## src/rtl/led_pkg.sv

```systemverilog
// Shared types and constants for the LED duty-cycle sequencer.
package led_pkg;

   typedef enum logic [1:0] {
      MANUAL,
      AUTO_UP,
      AUTO_DOWN,
      TOGGLE_WAIT
   } state_e;

   localparam logic MODE_MANUAL = 1'b0;
   localparam logic MODE_AUTO   = 1'b1;

   localparam logic [1:0] KEY_NONE = 2'b00;
   localparam logic [1:0] KEY_UP   = 2'b01;
   localparam logic [1:0] KEY_DN   = 2'b10;
   localparam logic [1:0] KEY_BOTH = 2'b11;

endpackage

```

## src/rtl/key_debounce.sv

```systemverilog
// Single-bit key conditioner: 2-flop synchroniser followed by a stability counter.
module key_debounce #(
   parameter int unsigned DEB_CYC = 65536
) (
   input  logic clk,
   input  logic rst_n,
   input  logic raw,
   output logic clean
);

   localparam int unsigned CW = (DEB_CYC > 1) ? $clog2(DEB_CYC + 1) : 1;
   localparam logic [CW-1:0] CNT_LAST = CW'(DEB_CYC - 1);

   logic          sync1_q;
   logic          sync2_q;
   logic          clean_q;
   logic [CW-1:0] cnt_q;

   // Counter tracks consecutive clocks of disagreement; any agreement restarts it.
   always_ff @(posedge clk or negedge rst_n) begin
      if (!rst_n) begin
         sync1_q <= 1'b0;
         sync2_q <= 1'b0;
         clean_q <= 1'b0;
         cnt_q   <= '0;
      end else begin
         sync1_q <= raw;
         sync2_q <= sync1_q;
         if (sync2_q == clean_q) begin
            cnt_q <= '0;
         end else if (cnt_q == CNT_LAST) begin
            clean_q <= sync2_q;
            cnt_q   <= '0;
         end else begin
            cnt_q <= cnt_q + 1'b1;
         end
      end
   end

   assign clean = clean_q;

endmodule

```

## src/rtl/led_duty_sequencer.sv

```systemverilog
// Duty setpoint sequencer: debounced keys, slow step tick, manual/auto breathing FSM.
module led_duty_sequencer
   import led_pkg::*;
#(
   parameter int unsigned DUTY_W     = 10,
   parameter int unsigned STEP       = 1,
   parameter int unsigned TICK_DIV   = 32768,
   parameter int unsigned DEB_CYC    = 65536,
   parameter int unsigned RESET_DUTY = 0
) (
   input  logic              clk,
   input  logic              rst_n,
   input  logic [1:0]        key,
   output logic [DUTY_W-1:0] duty,
   output logic              duty_upd,
   output logic              mode,
   output logic              at_limit
);

   localparam int unsigned PW = (TICK_DIV > 1) ? $clog2(TICK_DIV) : 1;
   localparam logic [PW-1:0]     PRESC_LAST = PW'(TICK_DIV - 1);
   localparam logic [DUTY_W-1:0] DUTY_MAX   = {DUTY_W{1'b1}};
   localparam logic [DUTY_W:0]   MAX_X      = {1'b0, DUTY_MAX};
   localparam logic [DUTY_W:0]   STEP_X     = (DUTY_W + 1)'(STEP);

   logic [1:0]        kd;
   logic [PW-1:0]     presc_q;
   logic              tick;
   logic [DUTY_W:0]   sum_x;
   logic [DUTY_W-1:0] duty_up;
   logic [DUTY_W-1:0] duty_dn;

   state_e            state_q;
   logic [DUTY_W-1:0] duty_q;
   logic              mode_q;
   logic              upd_q;
   logic              tgt_auto_q;

   key_debounce #(
      .DEB_CYC (DEB_CYC)
   ) u_deb_up (
      .clk   (clk),
      .rst_n (rst_n),
      .raw   (key[0]),
      .clean (kd[0])
   );

   key_debounce #(
      .DEB_CYC (DEB_CYC)
   ) u_deb_dn (
      .clk   (clk),
      .rst_n (rst_n),
      .raw   (key[1]),
      .clean (kd[1])
   );

   always_ff @(posedge clk or negedge rst_n) begin
      if (!rst_n) begin
         presc_q <= '0;
      end else if (tick) begin
         presc_q <= '0;
      end else begin
         presc_q <= presc_q + 1'b1;
      end
   end

   assign tick = (presc_q == PRESC_LAST);

   // One extra bit keeps the saturation compare free of wrap-around.
   always_comb begin
      sum_x   = {1'b0, duty_q} + STEP_X;
      duty_up = (sum_x > MAX_X) ? DUTY_MAX : sum_x[DUTY_W-1:0];
      duty_dn = ({1'b0, duty_q} >= STEP_X) ? (duty_q - STEP_X[DUTY_W-1:0]) : '0;
   end

   always_ff @(posedge clk or negedge rst_n) begin
      if (!rst_n) begin
         state_q    <= MANUAL;
         duty_q     <= DUTY_W'(RESET_DUTY);
         mode_q     <= MODE_MANUAL;
         upd_q      <= 1'b0;
         tgt_auto_q <= 1'b0;
      end else begin
         upd_q <= 1'b0;
         if (tick) begin
            unique case (state_q)
               MANUAL: begin
                  case (kd)
                     KEY_UP: begin
                        duty_q <= duty_up;
                        upd_q  <= (duty_up != duty_q);
                     end
                     KEY_DN: begin
                        duty_q <= duty_dn;
                        upd_q  <= (duty_dn != duty_q);
                     end
                     KEY_BOTH: begin
                        state_q    <= TOGGLE_WAIT;
                        tgt_auto_q <= 1'b1;
                     end
                     default: ;
                  endcase
               end
               AUTO_UP: begin
                  if (kd == KEY_BOTH) begin
                     state_q    <= TOGGLE_WAIT;
                     tgt_auto_q <= 1'b0;
                  end else begin
                     duty_q <= duty_up;
                     upd_q  <= (duty_up != duty_q);
                     if (duty_up == DUTY_MAX) begin
                        state_q <= AUTO_DOWN;
                     end
                  end
               end
               AUTO_DOWN: begin
                  if (kd == KEY_BOTH) begin
                     state_q    <= TOGGLE_WAIT;
                     tgt_auto_q <= 1'b0;
                  end else begin
                     duty_q <= duty_dn;
                     upd_q  <= (duty_dn != duty_q);
                     if (duty_dn == '0) begin
                        state_q <= AUTO_UP;
                     end
                  end
               end
               TOGGLE_WAIT: begin
                  // Only a full release commits the toggle, so a held pair never re-fires.
                  if (kd == KEY_NONE) begin
                     if (tgt_auto_q) begin
                        state_q <= AUTO_UP;
                        mode_q  <= MODE_AUTO;
                     end else begin
                        state_q <= MANUAL;
                        mode_q  <= MODE_MANUAL;
                     end
                  end
               end
            endcase
         end
      end
   end

   assign duty     = duty_q;
   assign duty_upd = upd_q;
   assign mode     = mode_q;
   assign at_limit = (duty_q == '0) || (duty_q == DUTY_MAX);

endmodule

```

## config.mk

```make
export PLATFORM = sky130hd
export DESIGN_NAME = led_duty_sequencer
export DESIGN_NICKNAME = d
export VERILOG_FILES = /design/src/rtl/led_pkg.sv /design/src/rtl/key_debounce.sv /design/src/rtl/led_duty_sequencer.sv
export SDC_FILE = /design/constraint.sdc
export NUM_CORES = 1
export LEC_CHECK = 0
export BUFFER_PORTS_ARGS = -buffer_cell sky130_fd_sc_hd__buf_4
export CORE_UTILIZATION = 40
export DETAILED_ROUTE_END_ITERATION = 10
export HOLD_SLACK_MARGIN = 0.06
export PLACE_DENSITY = 0.59
export SETUP_SLACK_MARGIN = 0.15
export SLEW_MARGIN = 20
export SYNTH_ARGS = -nofsm -noshare
export SYNTH_HDL_FRONTEND = slang
export SYNTH_SLANG_ARGS = --single-unit
```

## constraint.sdc

```tcl
create_clock -name clk -period 3.6 [get_ports clk]
set_input_delay 0.36 -clock clk [delete_from_list [all_inputs] [get_ports clk]]
set_output_delay 0.36 -clock clk [all_outputs]
set_load 0.1 [all_outputs]
```

# --- Yosys cells after proc, flatten, opt, wreduce, memory -nomap -nowiden ---
# Cells that the tools add are included.
word_totals:
  register_bits: 70
op_classes:
  order_cmp: 2
  muxes: 28
  bitwise: 2
  eq_ne: 23
  addsub: 5
  reduce_logical: 14
ops:
  columns: ["op", "count"]
  rows:
  - ["$mux W17", 4]
  - ["$mux W10", 4]
  - ["$add A17 B1 Y17 const B", 2]
  - ["$eq A17 B16 Y1 const B", 2]
  - ["$pmux W10 S3", 1]
  - ["$eq A10 B10 Y1 const B", 2]
  - ["$logic_not A10 Y1", 2]
  - ["$ne A10 B10 Y1", 2]
  - ["$pmux W10 S2", 1]
  - ["$add A15 B1 Y15 const B", 1]
  - ["$eq A15 B15 Y1 const B", 1]
  - ["$mux W15", 1]
  - ["$mux W2", 6]
  - ["$add A10 B1 Y11 const B", 1]
  - ["$gt A11 B10 Y1 const B", 1]
  - ["$ge A10 B1 Y1 const B", 1]
  - ["$reduce_and A5 Y1", 2]
  - ["$sub A10 B1 Y10 const B", 1]
  - ["$eq A2 B2 Y1 const B", 4]
  - ["$ne A2 B2 Y1 const B", 4]
  - ["$pmux W2 S4", 1]
  - ["$mux W1", 7]
  - ["$ne A3 B3 Y1 const B", 2]
  - ["$eq A2 B1 Y1 const B", 2]
  - ["other kinds (14)", 19]

# --- Logic depth before layout (Yosys ltp) ---
# Gate-level depths: netlist of run 1.
depth:
  ltp_word: 7
  ltp_mapped: 11
  mapped_depth_nobuf: 9

# --- Modules after synthesis ---
# Synthesis of run 1 repeated with hierarchy kept, for this count alone.
hier_totals:
  cells_unflattened: 447
  area_unflattened_um2: 4215.3
by_module_without_submodules:
  columns: ["mod", "n_inst", "area_each_um2", "seq_area_each_um2", "cells_each"]
  rows:
  - ["led_duty_sequencer", 1, 2358.5, 750.7, 269]
  - ["key_debounce", 2, 928.4, 500.5, 89]

# --- Worst setup path after synthesis of run 1 ---
# OpenSTA, ideal clock, no wires.
synth_path:
  path_type: "register -> output"
  startpoint: "register duty_q[6], in the netlist duty[6]"
  endpoint: "output port at_limit"
  required_ns: 3.240
  slack_ns: -0.424
  arrival_time_ns: 3.664
  stages_incl_launch_ff: 5
  path_cell_list: "dfrtp_1 > buf_2 > nor3_1 > nand2b_1 > o21ai_0"
synth_via:
  elab_chain_cells: 2
  elab_cells_between_ends: 3
  cone_classes: "1 x eq/ne; 2 x reduce/logical"
synth_rtl:
  columns: ["item", "line", "rtl"]
  rows:
  - ["start, declared", "led_duty_sequencer.sv:34", "logic [DUTY_W-1:0] duty_q;"]
  - ["start signal, assigned", "led_duty_sequencer.sv:79", "duty_q <= DUTY_W'(RESET_DUTY);"]
  - ["start signal, assigned", "led_duty_sequencer.sv:90", "duty_q <= duty_up;"]
  - ["start signal, assigned", "led_duty_sequencer.sv:94", "duty_q <= duty_dn;"]
  - ["$eq A10 B10 Y1 or $logic_not A10 Y1 (tied branches)", "led_duty_sequencer.sv:148", "assign at_limit = (duty_q == '0) || (duty_q == DUTY_MAX);"]
  - ["$logic_or A1 B1 Y1 *", "led_duty_sequencer.sv:148", null]
  - ["end, declared", "led_duty_sequencer.sv:17", "output logic at_limit"]
# Every way passes the cells marked *; elsewhere a longest branch is shown, timed or not.

# --- Worst setup path in the final report of run 1 ---
layout_path:
  startpoint: "register duty_q[0], in the netlist duty[0]"
  endpoint: "register state_q[1]"
layout_via:
  elab_chain_cells: 6
  elab_cells_between_ends: 11
  cone_classes: "2 x add/sub; 2 x order compare; 3 x eq/ne; 2 x mux; 2 x reduce/logical"
layout_rtl:
  columns: ["item", "line", "rtl"]
  rows:
  - ["$add A10 B1 Y11", "led_duty_sequencer.sv:71", "sum_x = {1'b0, duty_q} + STEP_X;"]
  - ["$gt A11 B10 Y1", "led_duty_sequencer.sv:72", "duty_up = (sum_x > MAX_X) ? DUTY_MAX : sum_x[DUTY_W-1:0];"]
  - ["$mux W10", "led_duty_sequencer.sv:72", null]
  - ["$eq A10 B10 Y1", "led_duty_sequencer.sv:111", "if (duty_up == DUTY_MAX) begin"]
  - ["$ne A3 B3 Y1 (no line)", null, null]
  - ["$reduce_and A5 Y1 (no line) *", null, null]
  - ["end signal, assigned", "led_duty_sequencer.sv:78", "state_q <= MANUAL;"]
  - ["end signal, assigned", "led_duty_sequencer.sv:112", "state_q <= AUTO_DOWN;"]
  - ["end signal, assigned", "led_duty_sequencer.sv:118", "state_q <= TOGGLE_WAIT;"]
  - ["end, declared", "led_duty_sequencer.sv:33", "state_e state_q;"]
# Marked as above.
# A chain may end at the register's enable or synchronous reset.

==> results of run 1 <==
-- routing by layer --
layer,GRT usage [%],vias to the layer above,wire (um)
met1,26.4,1703,4550
met2,28.4,112,4450
met3,4.66,27,643
met4,8.53,0,291
li1,-,1696,-
met5,0,-,0
-- cells in the mapped netlist, types with 5 or more instances --
| cell type | instances | area (sq um) |
|---|---|---|
| nor2_1 | 71 | 267 |
| dfrtp_1 | 70 | 1750 |
| nand2_1 | 37 | 139 |
| nand3_1 | 32 | 160 |
| xor2_1 | 28 | 245 |
| xnor2_1 | 23 | 201 |
| o21ai_0 | 20 | 100 |
| ha_1 | 16 | 200 |
| inv_1 | 16 | 60.1 |
| clkbuf_1 | 15 | 56.3 |
| and3_1 | 14 | 87.6 |
| nor3_1 | 14 | 70.1 |
| a21oi_1 | 13 | 65.1 |
| a31oi_1 | 8 | 50.1 |
| and2_1 | 7 | 43.8 |
| nand4_1 | 7 | 43.8 |
| buf_2 | 6 | 30.0 |
| and4_1 | 5 | 43.8 |
-- critical path, stage by stage (launching register included) --
cell and delay, ns:
dfrtp_1 0.54, inv_1 0.25, ha_1 0.41, or3b_2 0.56, nor3_1 0.19, mux2_1 0.39, a211oi_2 0.21, o221ai_2 0.17
a2111oi_2 0.23, a211oi_1 0.07
-- final timing paths --
path	startpoint	to	slack, ns	depth (start not counted)
setup / recovery	duty[0]	state_q[1]	0.47	9
hold / removal	key[0]	u_deb_up.sync1_q	0.10	1
setup reg to reg	duty[0]	state_q[1]	0.47	9
hold reg to reg	u_deb_up.sync1_q	u_deb_up.sync2_q	0.36	0
max in group asynchronous	rst_n	state_q[0]	2.86	1
min in group asynchronous	rst_n	duty[8]	0.12	1
-- layout by cell type, fill, tap and decap left out, types with 10 or more instances in the layout --
cell type	n
xor2_1	28
and3_1	14
nand3_1	32
buf_4	23
clkbuf_8	10
inv_1	16
nor3_1	14
a21oi_1	13
o21ai_0	19
nand2_1	37
dfrtp_1	70
xnor2_1	23
ha_1	16
nor2_1	71
-- cell families (layout without fill, tap and decap cells) --
kind of cell	count (synthesis)	after routing
buffers and inverters	43	55
AND/OR/NAND/NOR	215	215
adder cells (fa/ha/maj)	16	16
multiplexers	6	6
flip-flops	70	70
XOR/XNOR	52	52
AO/OA/AOI/OAI	82	82
-- sequential cells by signal (all words and copies together) (netlist names) --
register and count:
state_q 2, u_deb_dn.sync1_q 1, presc_q 15, u_deb_dn.sync2_q 1, u_deb_up.sync2_q 1, mode 1
tgt_auto_q 1, u_deb_dn.clean 1, u_deb_up.clean 1, u_deb_up.sync1_q 1, u_deb_up.cnt_q 17, duty_upd 1
duty 10, u_deb_dn.cnt_q 17
-- power breakdown --
part           total [mW]  internal (mW)  leakage (nW)  switching (mW)
Combinational      0.0345        0.00894          1.02          0.0256
Clock               0.660          0.342         0.103           0.318
Sequential          0.799          0.793         0.949         0.00590
Total                1.49           1.14          2.07           0.349
-- cell type report --
class                      count  area, sq um
tap                          136          170
clock buffer                  10          138
clock inverter                 6         68.8
multi-input combinational    371         2400
timing repair buffer          23          173
sequential                    70         1750
fill                        1018         5660
inverter                      16         60.1
==> metrics.md, run 1 <==
| Metric | Value |
|---|---|
| Adder-cell share of the synthesized area | `4.60%` |
| Status | `completed` |
| Die area | `11300 sq um` |
| Largest net degree at the start of global routing | `71` |
| Tot Pwr | `1.49 mW` |
| Clock skew | `0.0120 ns` |
| Detailed-route wire length | `9.94 mm` |
| Inst Count DP | `616` |
| First-pass GRT wire length | `17.1 mm` |
| WL per Instance | `15.7 um` |
| Setup WS pre-CTS | `0.501 ns` |
| CTS Hold Bufs | `0` |
| Drt drc | `0` |
| Antenna diodes | `0` |
| Clk sink count | `70` |
| CTS tree | `yes` |
| Post-Syn Instances | `484` |
| Post-CTS Resized | `0` |
| Crit path launch type | `flop` |
| Root buf cell | `clkbuf_8` |
| PD cells | `314 nW/um^2` |
| I/O Buffers | `16` |
| Total Routing Usage GR | `19.2%` |
| Worst vdd ir | `309 uV` |
| Num CTS Buffers | `9` |
| Post-DP Area | `4550 sq um` |
| Crit end category | `flop` |
| Simple-gate share of the synthesized area | `25.3%` |
| Maximum clock rate | `319 MHz` |
| Detail Placement HPWL | `6.83 mm` |
| RD Place Congestion | `0.882` |
| Synth warnings | `0` |
| Skew-Pair Late Insertion Delay | `0.36 ns` |
| Final worst path period share | `87.1%` |
| Vias in the first global route | `3461` |
| Final Cell Area | `4760 sq um` |
| Via density | `5.60` |
| Slew headroom | `39.3%` |
| Post-synth EDFFs | `0` |
| Post-CTS Setup Inserts | `0` |
| Grt total ovfl | `0` |
| Initial DRC Count | `189` |
| Worst Path Arrival | `3.37 ns` |
| Initial antenna violation count | `0` |
| Clock transition at path regs | `0.08 ns` |
| Final design utilization | `45.7%` |
| Antenna Violating Nets Remaining | `0` |
| Hold slack | `0.105 ns` |
| Share of cells above drive strength 1 | `11.7%` |
| Worst hold path class | `input port to flop` |
| Critical path class | `flop to flop` |
| Max-cap violation count | `0` |
| Synthesized area | `4350 sq um` |
| Drt pass-1 iters | `5` |
| Core Area | `10400 sq um` |
| Final Max Slew Viols | `0` |
| TNS Setup | `0 ns` |
| H-tree levels | `3` |
| Setup-failing EPs final | `0` |
| Post-synthesis mux area share | `1.47%` |
| Synth cell types | `68` |
| Synthesis-stage register bit count | `70` |
| RSZ-0062 raised after global routing | `no` |
| Fin cells | `632` |
| Leakage | `2.07 nW` |
| CP Max Fanout | `13` |
| Syn nets | `504` |
| Largest family of logic cells by synthesized area | `simple AND/OR/NAND/NOR gates` |
| Final hold violation count | `0` |
| XOR/XNOR share of the synthesized area | `10.6%` |
| Clock buffer depth | `2` |
| Post-synthesis compound-gate area fraction | `13.2%` |
| Row count | `37` |
| Slew @ Worst Pin | `0.911 ns` |
| Post-route worst setup slack | `0.466 ns` |
| Async SR Flop Fraction | `100%` |
| P&R area growth vs syn | `9.43%` |
| WP data required | `3.83 ns` |
| Die Ht | `106 um` |
| I/O Pins | `17` |
| Register area share after synthesis | `40.3%` |
| Die X-Extent | `106 um` |
| Synth Area per Inst | `8.99 sq um` |
| Via Count | `3538` |
| Ys flop type | `dfrtp_1` |
| Fin crit period | `3.13 ns` |
| Final Net Count | `511` |
| Initial Utilization | `41.8%` |
Note: power is estimated with default switching activity, not from simulation.
==> run 2: changes to the inputs <==
CELL_PAD_IN_SITES_DETAIL_PLACEMENT = 0   (was default)
CELL_PAD_IN_SITES_GLOBAL_PLACEMENT = 2   (was default)
CORE_UTILIZATION = 39   (was 40)
PLACE_DENSITY = 0.82   (was 0.59)
==> run 2 against run 1 <==
Net effect: core utilization decreased by 1.9 points; non-clock buffer count up 1; combinational power hardly changed; via count is 2.5% lower; sequential cell count did not move; critical path depth is the same; sequential power is essentially flat; critical path type unchanged; critical endpoint unchanged; highest routed layer unchanged.
==> metrics.md, run 2 (synthesized netlist as in run 1, its figures left out) <==
| Metric | Value |
|---|---|
| Status | `completed` |
| Setup-failing EPs final | `0 (unchanged)` |
| RD Place Congestion | `0.870 (-1.4%)` |
| Inst Count DP | `621 (+0.81%)` |
| Drt pass-1 iters | `4 (-1)` |
| Clk pwr share | `42.8% (-1.4 points)` |
| Commonest non-fill, non-tap cell in the layout | `nor2_1` |
| Slew headroom | `40.0% (+0.67 points)` |
| First-pass GRT wire length | `17.2 mm (+0.25%)` |
| CTS tree | `yes` |
| Worst hold path class | `input port to asynchronous set/reset pin` |
| Core Area | `10800 sq um (+4.1%)` |
| Post-CTS Resized | `0 (unchanged)` |
| Die Ht | `108 um (+1.2%)` |
| Row count | `38 (+2.7%)` |
| Initial Utilization | `40.1% (-1.6 points)` |
| WL per Instance | `16.1 um (+2.2%)` |
| Critical path class | `flop to flop` |
| Antenna diodes | `0 (unchanged)` |
| Drt drc | `0 (unchanged)` |
| Most frequent cells in the layout | `71 x nor2_1, 70 x dfrtp_1, 37 x nand2_1` |
| Max-cap violation count | `0 (unchanged)` |
| Crit end category | `flop` |
| Die X-Extent | `108 um (+1.2%)` |
| Leakage | `2.06 nW (-0.42%)` |
| Largest net degree at the start of global routing | `71 (unchanged)` |
| Final hold violation count | `0 (unchanged)` |
| Worst Path Arrival | `3.25 ns (-0.12 ns)` |
| Post-DP Area | `4570 sq um (+0.27%)` |
| Biggest regs | `u_deb_dn.cnt_q: 17 flops, u_deb_up.cnt_q: 17 flops, presc_q: 15 flops` |
| Worst vdd ir | `179 uV (-42%)` |
| Initial antenna violation count | `0 (unchanged)` |
| Final Cell Area | `4750 sq um (-0.18%)` |
| Num CTS Buffers | `9 (unchanged)` |
| WP data required | `3.82 ns (about the same)` |
| Initial DRC Count | `236 (+25%)` |
| Fin crit period | `3.02 ns (-0.113 ns)` |
| Internal power | `1.07 mW (-6.9%)` |
| Via density | `5.42 (-3.3%)` |
| TNS Setup | `0 ns (unchanged)` |
| Die area | `11600 sq um (+2.5%)` |
| P_sw | `391 uW (+12%)` |
| Vias in the first global route | `3283 (-5.1%)` |
| Final worst path period share | `83.9% (-3.1 points)` |
| PD cells | `307 nW/um^2 (-2.2%)` |
| Clock transition at path regs | `0.10 ns (+0.02 ns)` |
| RSZ-0062 raised after global routing | `no` |
| Net Sw Frac | `26.9% (+3.5 points)` |
| Antenna Violating Nets Remaining | `0 (unchanged)` |
| Combinational power share | `2.4% (about the same)` |
| Via Count | `3450 (-2.5%)` |
| Final Max Slew Viols | `0 (unchanged)` |
| Detailed-route wire length | `10.2 mm (+3.0%)` |
| Slew @ Worst Pin | `0.900 ns (-0.0101 ns)` |
| Clock buffer depth | `2 (unchanged)` |
| Detail Placement HPWL | `7.07 mm (+3.4%)` |
| Share of cells above drive strength 1 | `11.9% (+0.18 points)` |
| I/O Pins | `17 (unchanged)` |
| Tot Pwr | `1.46 mW (-2.4%)` |
| CTS Hold Bufs | `0 (unchanged)` |
| Clk sink count | `70 (unchanged)` |
| Skew-Pair Late Insertion Delay | `0.36 ns (about the same)` |
| Crit path launch type | `flop` |
| I/O Buffers | `16 (unchanged)` |
| Reg power frac | `54.8% (+1.3 points)` |
| Root buf cell | `clkbuf_8` |
| CP Max Fanout | `11 (-2)` |
| H-tree levels | `3 (unchanged)` |
| Post-CTS Setup Inserts | `0 (unchanged)` |
| Fin cells | `637 (+0.79%)` |
| Grt total ovfl | `0 (unchanged)` |
| P&R area growth vs syn | `9.23%` |
| Clock skew | `0.0205 ns (+0.00849 ns)` |
| Total Routing Usage GR | `19.1% (about the same)` |
| Final Net Count | `512 (+0.20%)` |
| Maximum clock rate | `331 MHz (+3.7%)` |
==> run 2: worst paths after layout <==
kind | startpoint | endpoint | slack, ns | depth (start not counted)
worst max-delay path | duty[1] | state_q[1] | 0.58 | 9
worst min-delay path | rst_n | duty[7] | 0.09 | 1
worst max register to register | duty[1] | state_q[1] | 0.58 | 9
worst min register to register | u_deb_dn.sync1_q | u_deb_dn.sync2_q | 0.36 | 0
max in group asynchronous | rst_n | presc_q[12] | 2.87 | 1
min in group clk | key[1] | u_deb_dn.sync1_q | 0.11 | 1
==> run 2: layer usage <==
layer / GRT usage [%] / vias to the layer above / part of all wire (%)
met5: 0 / - / 0
met4: 5.09 / 0 / 1.6
met3: 4.06 / 14 / 4.9
met2: 27.9 / 74 / 43
met1: 28.4 / 1654 / 51
li1: - / 1708 / -
==> run 2: critical path: stages (launching register included) <==
cell       delay (ns)
dfrtp_1          0.53
inv_1            0.17
ha_1             0.38
or3b_2           0.55
nor3_1           0.18
mux2_1           0.39
a211oi_2         0.21
o221ai_2         0.17
a2111oi_2        0.25
a211oi_1         0.07
==> run 2: through the flow <==
step	utilization [%]	setup slack, ns	hold WS [ns]
finish	43.8	0.579	0.0894
CTS	43.8	0.594	0.0902
floorplan	-	0.274	0.0644
detailed placement	42.1	0.605	0.339
global placement	42.1	0.703	0.335
global route	43.8	0.389	0.0809
==> run 2: final cells by class <==
class,count,area (sq um)
Clock buffer,9,124
Clock inverter,7,61.3
Fill cell,1064,6090
Inverter,16,60.1
Multi-Input combinational cell,371,2400
Sequential cell,70,1750
Tap cell,140,175
Timing Repair Buffer,24,180
==> run 2: power groups by stage <==
| stage | combinational, mW | sequential, mW | clock (mW) |
|---|---|---|---|
| final | 0.0347 | 0.799 | 0.624 |
| after CTS | 0.0369 | 0.799 | 0.641 |
| after detailed placement | 0.0369 | 0.815 | 0 |
| after global placement | 0.0364 | 0.815 | 0 |
| after global routing | 0.0418 | 0.801 | 0.677 |
| after floorplan | 0.0145 | 0.814 | 0 |
